**src/rtl/text_font_fetcher.sv**
```systemverilog
// Text-mode cell sequencer: char code -> font row -> MSB-first pixels,
// with CPU glyph readback squeezed into idle font-ROM slots.
module text_font_fetcher #(
    parameter int COLS   = 32,
    parameter int ROWS   = 28,
    parameter int RAM_AW = 11
) (
    input  logic              clk,
    input  logic              reset,
    input  logic [8:0]        hpos,
    input  logic [8:0]        vpos,
    output logic [RAM_AW-1:0] ram_addr,
    input  logic [7:0]        ram_data,
    output logic [10:0]       font_addr,
    input  logic [7:0]        font_data,
    input  logic              cpu_req,
    input  logic [10:0]       cpu_addr,
    output logic              cpu_ack,
    output logic [7:0]        cpu_data,
    output logic              pixel
);

    typedef enum logic {
        C_IDLE,
        C_BUSY
    } cstate_t;

    logic [5:0]        col;
    logic [5:0]        row;
    logic [2:0]        ph;
    logic [2:0]        line;
    logic              active;
    logic [RAM_AW-1:0] ram_idx;

    logic [7:0]        char_q;
    logic [7:0]        next_q;
    logic [7:0]        shift_q;

    logic              f_ram;
    logic              f_char;
    logic              f_font;
    logic              f_next;

    cstate_t           cstate;
    cstate_t           cnext;
    logic              issue;
    logic              grant;

    assign col     = hpos[8:3];
    assign row     = vpos[8:3];
    assign ph      = hpos[2:0];
    assign line    = vpos[2:0];
    assign active  = (int'(col) < COLS) && (int'(row) < ROWS);
    assign ram_idx = RAM_AW'(int'(row) * COLS + int'(col));

    always_comb begin
        f_ram  = 1'b0;
        f_char = 1'b0;
        f_font = 1'b0;
        f_next = 1'b0;
        if (active) begin
            case (ph)
                3'd0:    f_ram  = 1'b1;
                3'd1:    f_char = 1'b1;
                3'd2:    f_font = 1'b1;
                3'd3:    f_next = 1'b1;
                default: ;
            endcase
        end
    end

    // While a cell is active the CPU only gets the ph4 slot, so video never waits.
    always_comb begin
        cnext = cstate;
        issue = 1'b0;
        grant = 1'b0;
        unique case (cstate)
            C_IDLE: begin
                if (cpu_req && (!active || ph == 3'd4)) begin
                    issue = 1'b1;
                    cnext = C_BUSY;
                end
            end
            C_BUSY: begin
                grant = cpu_req;
                cnext = C_IDLE;
            end
            default: cnext = C_IDLE;
        endcase
    end

    always_ff @(posedge clk or posedge reset) begin
        if (reset) begin
            cstate <= C_IDLE;
        end else begin
            cstate <= cnext;
        end
    end

    always_ff @(posedge clk or posedge reset) begin
        if (reset) begin
            ram_addr  <= '0;
            font_addr <= '0;
            cpu_ack   <= 1'b0;
            cpu_data  <= '0;
            pixel     <= 1'b0;
            char_q    <= '0;
            next_q    <= '0;
            shift_q   <= '0;
        end else begin
            cpu_ack <= grant;
            if (grant) begin
                cpu_data <= font_data;
            end
            if (f_ram) begin
                ram_addr <= ram_idx;
            end
            if (f_char) begin
                char_q <= ram_data;
            end
            if (f_next) begin
                next_q <= font_data;
            end
            unique case (1'b1)
                issue:   font_addr <= cpu_addr;
                f_font:  font_addr <= {char_q, line};
                default: ;
            endcase
            if (ph == 3'd7) begin
                shift_q <= active ? next_q : 8'h00;
            end else begin
                shift_q <= {shift_q[6:0], 1'b0};
            end
            pixel <= shift_q[7];
        end
    end

endmodule
```
**config.mk**
```make
export PLATFORM = sky130hd
export DESIGN_NAME = text_font_fetcher
export DESIGN_NICKNAME = d
export VERILOG_FILES = /design/src/rtl/text_font_fetcher.sv
export SDC_FILE = /design/constraint.sdc
export NUM_CORES = 1
export LEC_CHECK = 0
export CORE_MARGIN = 3
export CORE_UTILIZATION = 40
export DETAILED_ROUTE_END_ITERATION = 12
export HOLD_SLACK_MARGIN = 0.1
export PLACE_DENSITY = 0.79
export SLEW_MARGIN = 30
export SYNTH_ARGS = -nofsm -noshare
export SYNTH_HDL_FRONTEND = slang
export SYNTH_SLANG_ARGS = --single-unit
```
**constraint.sdc**
```tcl
create_clock -name clk -period 1.7 [get_ports clk]
set_clock_uncertainty 0.2 [all_clocks]
set_input_delay 0.255 -clock clk [delete_from_list [all_inputs] [get_ports clk]]
set_output_delay 0.255 -clock clk [all_outputs]
set_load 0.02 [all_outputs]
```
==> out/metrics.cfg, run 1 <==
[synthesis]
synthDistinctLibCells = 30
ys_ff_latch = 57
syn_area_per_cell_um2 = 13.1
yosys_warnings = 0
synth_area_um2 = 2380
synthCells = 182
syn_nets = 232
ys_seq_area_frac = 0.599

[grt]
grt_max_degree = 58
grt_pass1_wl_mm = 9.23
grt_overflow_total = 0
antenna_found_initial = 0
grt_pass1_vias = 1912
track_usage = 0.171

[worst_setup_path]
worstSetupPathType = in -> reg
critPathLaunchType = primary input
reg2reg_depth = 4
critPathArrivalTime_ns = 1.74
crit_fanout = 5
crit_required_ns = 1.72
endpoint_kind = register

[floorplanning]
io_pins = 80
rows = 27
dieArea_um2 = 6920
die_height_um = 83.2
fp.dieW_um = 83.2
start_util = 0.422
core-area_um2 = 5640

[sta]
hold_viol = 0
setup_slack_ns = -0.0212
drv_slew = 0
slew_headroom = 0.801
fin_crit_sh = 1.01
report.final.setup_viol = 3
fin_crit_ns = 1.72
finalHoldWorstSlack_ns = 0.127
rsz0062_at_grt = yes
clock.fmax_ghz = 0.581
worstMarginPinSlew_ns = 0.299

[clock_network]
clockBufferDepth = 2
cts_max_level = 3
cts_buffers = 9
cts_tree = yes
clk_latency_ns = 0.34
cts.clk_slew.worst_paths_ns = 0.06
cts_sinks = 57
clockRootBuffer = clkbuf_8

[power]
p_leak_nw = 1.69
powerDensity_nw_per_um2 = 1060
peakVddDrop_mv = 0.555

[finish]
final_core_util = 0.651
multi_input_area_um2 = 975
final_common_cell = dfrtp_1
drive_above_1_share = 0.304
register_area_um2 = 1430
final_cell_mix = dfrtp_1 (57), clkdlybuf4s50_1 (41), dlygate4sd2_1 (33)
fin_nets = 338
area_growth_pct = 54.3
layout.cells.non_filler = 365
fillerInstances = 451
n_antenna_cell = 0

[routing]
wl_per_cell_um = 15.0
via_per_inst = 4.92
drc = 0
ant_nets = 0
dr.pass1.iters = 4
drtIter0Drc = 49
num_vias = 1794
totalWireLength_mm = 5.48

[outcome]
violations = negative setup slack
outcome = finished, violations left

[placement]
dp_cells = 346
port_buffers = 79
dpl.hpwl_mm = 3.89
gp_congestion = 0.747
dpl_worst_slack_ns = -0.765

[min_path]
holdPathStages = 4
hold_path_class = in -> reg

[job]
cap_violations = 0

==> power breakdown <==
part / total [mW] / internal [mW] / switching (mW)
Combinational: 1.00 / 0.540 / 0.463
Clock: 1.14 / 0.605 / 0.536
Sequential: 1.75 / 1.61 / 0.131
==> area by class of cell <==
cell class / count / area share
Tap cell: 72 / 0.0245
Inverter: 4 / 0.00511
Timing Repair Buffer: 102 / 0.267
Sequential cell: 57 / 0.388
Multi-Input combinational cell: 114 / 0.265
Clock buffer: 12 / 0.0422
Clock inverter: 4 / 0.00749
==> synthesized netlist by cell type <==
cell type  instances  share of area
nor4_4             1         0.0089
ha_1               2          0.011
and3_1             1         0.0026
a311oi_1           1         0.0037
mux2_2            34           0.16
xnor2_1            1         0.0037
a21oi_1           11          0.023
inv_1              3         0.0047
dfrtp_1           57           0.60
buf_1              1         0.0016
a2bb2oi_1          8          0.029
buf_6              1         0.0047
nor3_1             1         0.0021
nand2_1           24          0.038
nor2_1             5         0.0079
buf_4              1         0.0032
inv_2              1         0.0016
xor2_1             2         0.0074
o21ai_0            7          0.015
buf_2              2         0.0042
nand3_1            4         0.0084
nand3b_1           1         0.0032
clkbuf_1           2         0.0032
and3b_1            1         0.0037
nor3b_1            1         0.0032
mux2_1             3          0.014
o21ai_2            1         0.0037
nor2b_1            2         0.0053
nor4b_4            2          0.020
a311o_1            1         0.0042
==> stage by stage <==
step,power [mW],area (µm²),TNS [ns]
2_1_floorplan,2.31,2430,-3.94
3_3_place_gp,2.84,3470,-23.51
3_5_place_dp,2.88,3470,-24.84
4_1_cts,3.94,3660,-0.130
5_1_grt,4.10,3670,-0.155
6_report,3.89,3670,-0.0405
==> path summary, 6_finish.rpt <==
kind                            start            to  slack (ns)
min                           vpos[6]   ram_addr[8]        0.13
min in group asynchronous       reset   cpu_data[5]        0.15
max in group asynchronous       reset     next_q[4]        0.91
max reg2reg                    cstate  font_addr[0]        0.10
max                           hpos[2]  font_addr[0]       -0.02
min reg2reg                shift_q[7]         pixel        0.15
==> worst max-delay path: stages <==
cell,delay [ns]
clkdlybuf4s50_1,0.47
nor4b_4,0.26
buf_4,0.18
mux2_4,0.30
mux2_4,0.27
==> cells by family after synthesis <==
family                     Yosys count  share of synthesized area
buffers and inverters               11                     0.0231
AOI/OAI and AO/OA                   29                     0.0788
xor gates and xnor gates             3                     0.0110
DFF                                 57                      0.599
muxes                               37                      0.175
and+or+nand+nor                     43                      0.103
adders and majority gates            2                     0.0105
==> metal layers <==
layer / global-route usage / wire length [µm] / share of wire / vias up
li1: - / - / - / 856
met5: 0 / 0 / 0 / -
met3: 0.0734 / 474 / 0.086 / 13
met4: 0.0713 / 127 / 0.023 / 0
met2: 0.274 / 2520 / 0.46 / 67
met1: 0.202 / 2350 / 0.43 / 858
==> flip-flops by register name (all words and copies together) (netlist names), 8 cells and up <==
name       count
shift_q        8
char_q         8
cpu_data       8
ram_addr      11
next_q         8
font_addr     11
==> repair_timing <==
item / 4_1_cts / 5_1_grt
endpoints found under the hold margin: 1 / 0
gates cloned: 0 / 0
pin swaps: 3 / 3
gates resized for setup: 65 / 3
buffers inserted: 2 / 0
hold buffers: 1 / 0
endpoints found under the setup margin: 70 / 27
(Power assumes the default switching activity.)
==> run 2, diff against run 1 <==
--- a/config.mk
+++ b/config.mk
@@ -6,4 +6,5 @@
 export NUM_CORES = 1
 export LEC_CHECK = 0
+export ABC_CLOCK_PERIOD_IN_PS = 1700
 export CORE_MARGIN = 3
 export CORE_UTILIZATION = 40
==> constraint.sdc (replaced) <==
create_clock -name clk -period 1.7 [get_ports clk]
set_clock_uncertainty 0.2 [all_clocks]
set_input_delay 0.255 -clock clk [delete_from_list [all_inputs] [get_ports clk]]
set_output_delay 0.255 -clock clk [all_outputs]
set_load 0.1 [all_outputs]
==> run 2 against run 1 <==
Effect of this change:
- the flow still finishes with violations (negative setup slack)
- routed wire length is essentially flat
- critical path depth is 1 higher
- global-route usage up 0.19 points
- combinational power up 140%
- clock power is 13% higher
- fmax rose by 1.1%
- register-to-register slack about the same
- via count is 1.6% higher
- critical endpoint is now font_addr[1]
==> out/metrics.cfg, run 2 (synthesis gave the netlist of run 1 again) <==
[worst_setup_path]
reg2reg_depth = 4
cp_slowest_cell = a311o_1
r2r_start = cstate
worstReg2RegEnd = font_addr[1]
crit_start = vpos[5]
path_common_cell = mux2_4
slowest_delay_ns = 0.39
critPathLaunchType = primary input
worstSetupPathType = in -> reg
crit_required_ns = 1.72
r2r_slack_ns = 0.09
crit_fanout = 5
critPathArrivalTime_ns = 1.73
endpoint_kind = register
crit_path_cell_trace = buf_6 -> a311o_1 -> nor4b_4 -> buf_4 -> mux2_4 -> mux2_4

[sta]
rsz0062_at_grt = yes
hold_viol = 0
fin_crit_ns = 1.70
report.final.setup_viol = 1
setup_tns_ns = -0.00319
clock.fmax_ghz = 0.587
worstMarginPinSlew_ns = 0.291
slew_headroom = 0.806
drv_slew = 0
setup_slack_ns = -0.00319
finalHoldWorstSlack_ns = 0.123
fin_crit_sh = 1.00

[routing]
drc = 0
num_vias = 1823
totalWireLength_mm = 5.48
via_per_inst = 4.99
drtIter0Drc = 121
ant_nets = 0
dr.pass1.iters = 4
wl_per_cell_um = 15.0

[outcome]
violations = negative setup slack
outcome = finished, violations left

[floorplanning]
fp.dieW_um = 83.2
rows = 27
start_util = 0.422
io_pins = 80
dieArea_um2 = 6920
core-area_um2 = 5640
die_height_um = 83.2

[finish]
final_core_util = 0.718
drive_above_1_share = 0.416
largestRegisters = font_addr x11, ram_addr x11
area_growth_pct = 70.0
fin_nets = 338
final_common_cell = dfrtp_1
n_antenna_cell = 0
final_cell_mix = dfrtp_1 (57), clkdlybuf4s50_1 (40), buf_12 (37)
fillerInstances = 388

[clock_network]
cts_sinks = 57
cts_buffers = 9
clockRootBuffer = clkbuf_8
clockBufferDepth = 2
cts_tree = yes
cts.clk_slew.worst_paths_ns = 0.07
clk_latency_ns = 0.34
cts_max_level = 3

[power]
p_leak_nw = 1.83
p_sw_mw = 2.21
internal_power_mw = 3.35
peakVddDrop_mv = 0.790
clkPwrFrac = 0.232
p_comb_frac = 0.437
powerDensity_nw_per_um2 = 1370
seqPwrFrac = 0.331
p_sw_frac = 0.398

[min_path]
hold_path_class = in -> reg
min_to = ram_addr[7]
holdPathStages = 4
hold_start = vpos[5]

[grt]
grt_pass1_vias = 1972
track_usage = 0.173
grt_max_degree = 58
antenna_found_initial = 0
grt_overflow_total = 0
grt_pass1_wl_mm = 9.40

[placement]
dpl.hpwl_mm = 3.97
port_buffers = 79
gp_congestion = 0.782

[job]
cap_violations = 0

-- run 2: area by class of cell --
class | instances | area (µm²) | area share
inverter | 4 | 18.8 | 0.00464
multi-input combinational | 114 | 971 | 0.240
sequential | 57 | 1430 | 0.352
tap | 72 | 90.1 | 0.0222
timing repair buffer | 102 | 1340 | 0.330
clock buffer | 11 | 151 | 0.0374
clock inverter | 5 | 53.8 | 0.0133
-- run 2: metrics by stage --
stage	total power [mW]	cell area (µm²)	worst slack (ns)	std cells
finish	5.56	4050	-0.00319	365
floorplan	3.27	2430	-0.389	182
global placement	4.25	3790	-0.710	346
global route	5.78	4050	-0.0250	365
CTS	5.62	4030	-0.0156	365
detailed placement	4.29	3790	-0.793	346
-- run 2: worst max-delay path by stage --
stage / to / slack [ns] / cells past startpoint
6_report: font_addr[1] / -0.003 / 6
5_1_grt: char_q[0] / -0.03 / 6
4_1_cts: font_addr[1] / -0.02 / 6
3_5_place_dp: font_addr[1] / -0.79 / 5
3_3_place_gp: font_addr[1] / -0.71 / 5
2_1_floorplan: font_addr[0] / -0.39 / 6
-- run 2: critical path, delay by kind of cell --
family / cells / cell delay, ns
mux: 2 / 0.57
compound gates: 1 / 0.39
buf+inv: 2 / 0.28
simple gates: 1 / 0.22
-- run 2: power by group through the flow --
stage                     logic (mW)  registers (mW)  clock network [mW]
after floorplan                0.369            2.90                   0
after global placement          2.40            1.85                   0
after detailed placement        2.43            1.86                   0
after CTS                       2.44            1.85                1.33
after global routing            2.51            1.87                1.40
final                           2.43            1.84                1.29
-- run 2: layer usage --
layer / part of all wire / GRT usage / up-vias
li1: - / - / 853
met1: 0.42 / 0.212 / 886
met2: 0.48 / 0.273 / 76
met3: 0.080 / 0.0585 / 8
met4: 0.017 / 0.0847 / 0
met5: 0 / 0 / -
-- run 2: repair_timing --
| item | 4_1_cts | 5_1_grt |
|---|---|---|
| pin swaps | 2 | 3 |
| gates cloned | 0 | 0 |
| resized for setup | 28 | 6 |
| setup endpoints to repair | 38 | 21 |
| hold endpoints to repair | 1 | 0 |
| setup buffers | 2 | 0 |
| hold buffers | 1 | 0 |
==> run 3, diff against run 2 <==
CORE_ASPECT_RATIO = 0.9   (was not set)
HOLD_SLACK_MARGIN = 0.06   (was 0.1)
REMOVE_ABC_BUFFERS = 1   (was not set)
==> run 3 against run 2 <==
Effect of this change:
- highest routed layer unchanged
- combinational power hardly changed
- core utilization is 0.77 points lower
- die area hardly changed
- clock-buffer cell count stayed put
- the flow still finishes with violations (negative setup slack)
- via count is 1.2% lower
==> out/metrics.cfg, run 3 (synthesis gave the netlist of run 1 again) <==
[worst_setup_path]
crit_start = vpos[5]
crit_fanout = 6
critPathArrivalTime_ns = 1.74
reg2reg_depth = 4
r2r_slack_ns = 0.17
endpoint_kind = register
endpoint = font_addr[2]
worstSetupPathType = in -> reg
worstReg2RegEnd = font_addr[2]
crit_required_ns = 1.71
critPathLaunchType = primary input
r2r_start = cstate

[finish]
layout.cells.non_filler = 367
final_common_cell = dfrtp_1
n_antenna_cell = 0
fin_nets = 342
largestRegisters = font_addr x11, ram_addr x11
area_growth_pct = 70.6
final_cell_mix = dfrtp_1 (57), clkdlybuf4s50_1 (40), buf_12 (35)
drive_above_1_share = 0.424
final_cell_area_um2 = 4070

[clock_network]
cts.clk_slew.worst_paths_ns = 0.06
cts_buffers = 9
clockBufferDepth = 2
clk_latency_ns = 0.32
cts_sinks = 57
cts_max_level = 3
clockRootBuffer = clkbuf_8
cts_tree = yes

[routing]
ant_nets = 0
via_per_inst = 4.91
drtIter0Drc = 84
num_vias = 1802
drc = 0
dr.pass1.iters = 2
totalWireLength_mm = 5.39
wl_per_cell_um = 14.7

[placement]
port_buffers = 79
dpl.hpwl_mm = 3.87
place_area_um2 = 3760
dp_cells = 348
gp_congestion = 0.717
dpl_worst_slack_ns = -0.854

[min_path]
hold_path_class = in -> async

[power]
powerDensity_nw_per_um2 = 1420
peakVddDrop_mv = 0.932
p_leak_nw = 1.84

[outcome]
outcome = finished, violations left
violations = negative setup slack

[sta]
worstMarginPinSlew_ns = 0.294
slew_headroom = 0.804
rsz0062_at_grt = yes
report.final.setup_viol = 4
fin_crit_sh = 1.02
clock.fmax_ghz = 0.576
setup_slack_ns = -0.0363
drv_slew = 0
fin_crit_ns = 1.74
finalHoldWorstSlack_ns = 0.119
hold_viol = 0

[job]
cap_violations = 0

[floorplanning]
core-area_um2 = 5730
die_height_um = 79.2
start_util = 0.416
fp.dieW_um = 87.3
dieArea_um2 = 6920
io_pins = 80
rows = 26

[grt]
grt_pass1_vias = 1960
grt_pass1_wl_mm = 9.18
antenna_found_initial = 0
track_usage = 0.174
grt_max_degree = 58
grt_overflow_total = 0

[run 3: what timing repair did]
item,CTS,global route
pin swaps,2,2
gates resized for setup,33,4
setup endpoints to repair,37,26
hold buffers,0,0
buffers inserted,2,1
[run 3: area by class of cell]
cell class / instances / area, µm²
well taps: 70 / 87.6
clock buffers: 11 / 141
fillers: 370 / 1660
flip-flops and latches: 57 / 1430
multi-input cells: 114 / 937
inverters: 4 / 15.0
repair buffers: 106 / 1360
clock inverters: 5 / 103
[run 3: worst max-delay path: stages]
cell     delay (ns)
buf_6          0.09
a311o_1        0.40
nor4b_4        0.24
buf_6          0.17
mux2_4         0.30
mux2_4         0.27
[run 3: power by group]
| part | internal, mW | leakage (nW) | switching [mW] | total (mW) |
|---|---|---|---|---|
| logic | 0.963 | 1.01 | 1.45 | 2.41 |
| registers | 1.62 | 0.710 | 0.218 | 1.83 |
| clock network | 1.01 | 0.120 | 0.507 | 1.52 |
[run 3: per-stage QoR]
stage / total power [mW] / TNS [ns] / utilization
global route: 5.98 / -0.258 / 0.710
finish: 5.76 / -0.0816 / 0.710
detailed placement: 4.26 / -26.12 / 0.656
CTS: 5.81 / -0.398 / 0.706
global placement: 4.22 / -24.11 / 0.656
floorplan: 3.23 / -15.37 / -
[run 3: how the worst min path moves through the flow]
stage,to,cells after the start,startpoint,slack [ns]
2_1_floorplan,pixel,0,shift_q[7],0.13
3_3_place_gp,pixel,0,shift_q[7],0.13
3_5_place_dp,pixel,0,shift_q[7],0.15
4_1_cts,cpu_data[1],3,reset,0.13
5_1_grt,ram_addr[6],3,reset,0.15
6_report,ram_addr[9],3,reset,0.12
[run 3: per-layer routing]
metal / vias to the layer above / global-route usage / wire length, µm
met4: 0 / 0.0521 / 56
li1: 868 / - / -
met1: 870 / 0.203 / 2180
met5: - / 0 / 0
met3: 8 / 0.0820 / 411
met2: 56 / 0.283 / 2740
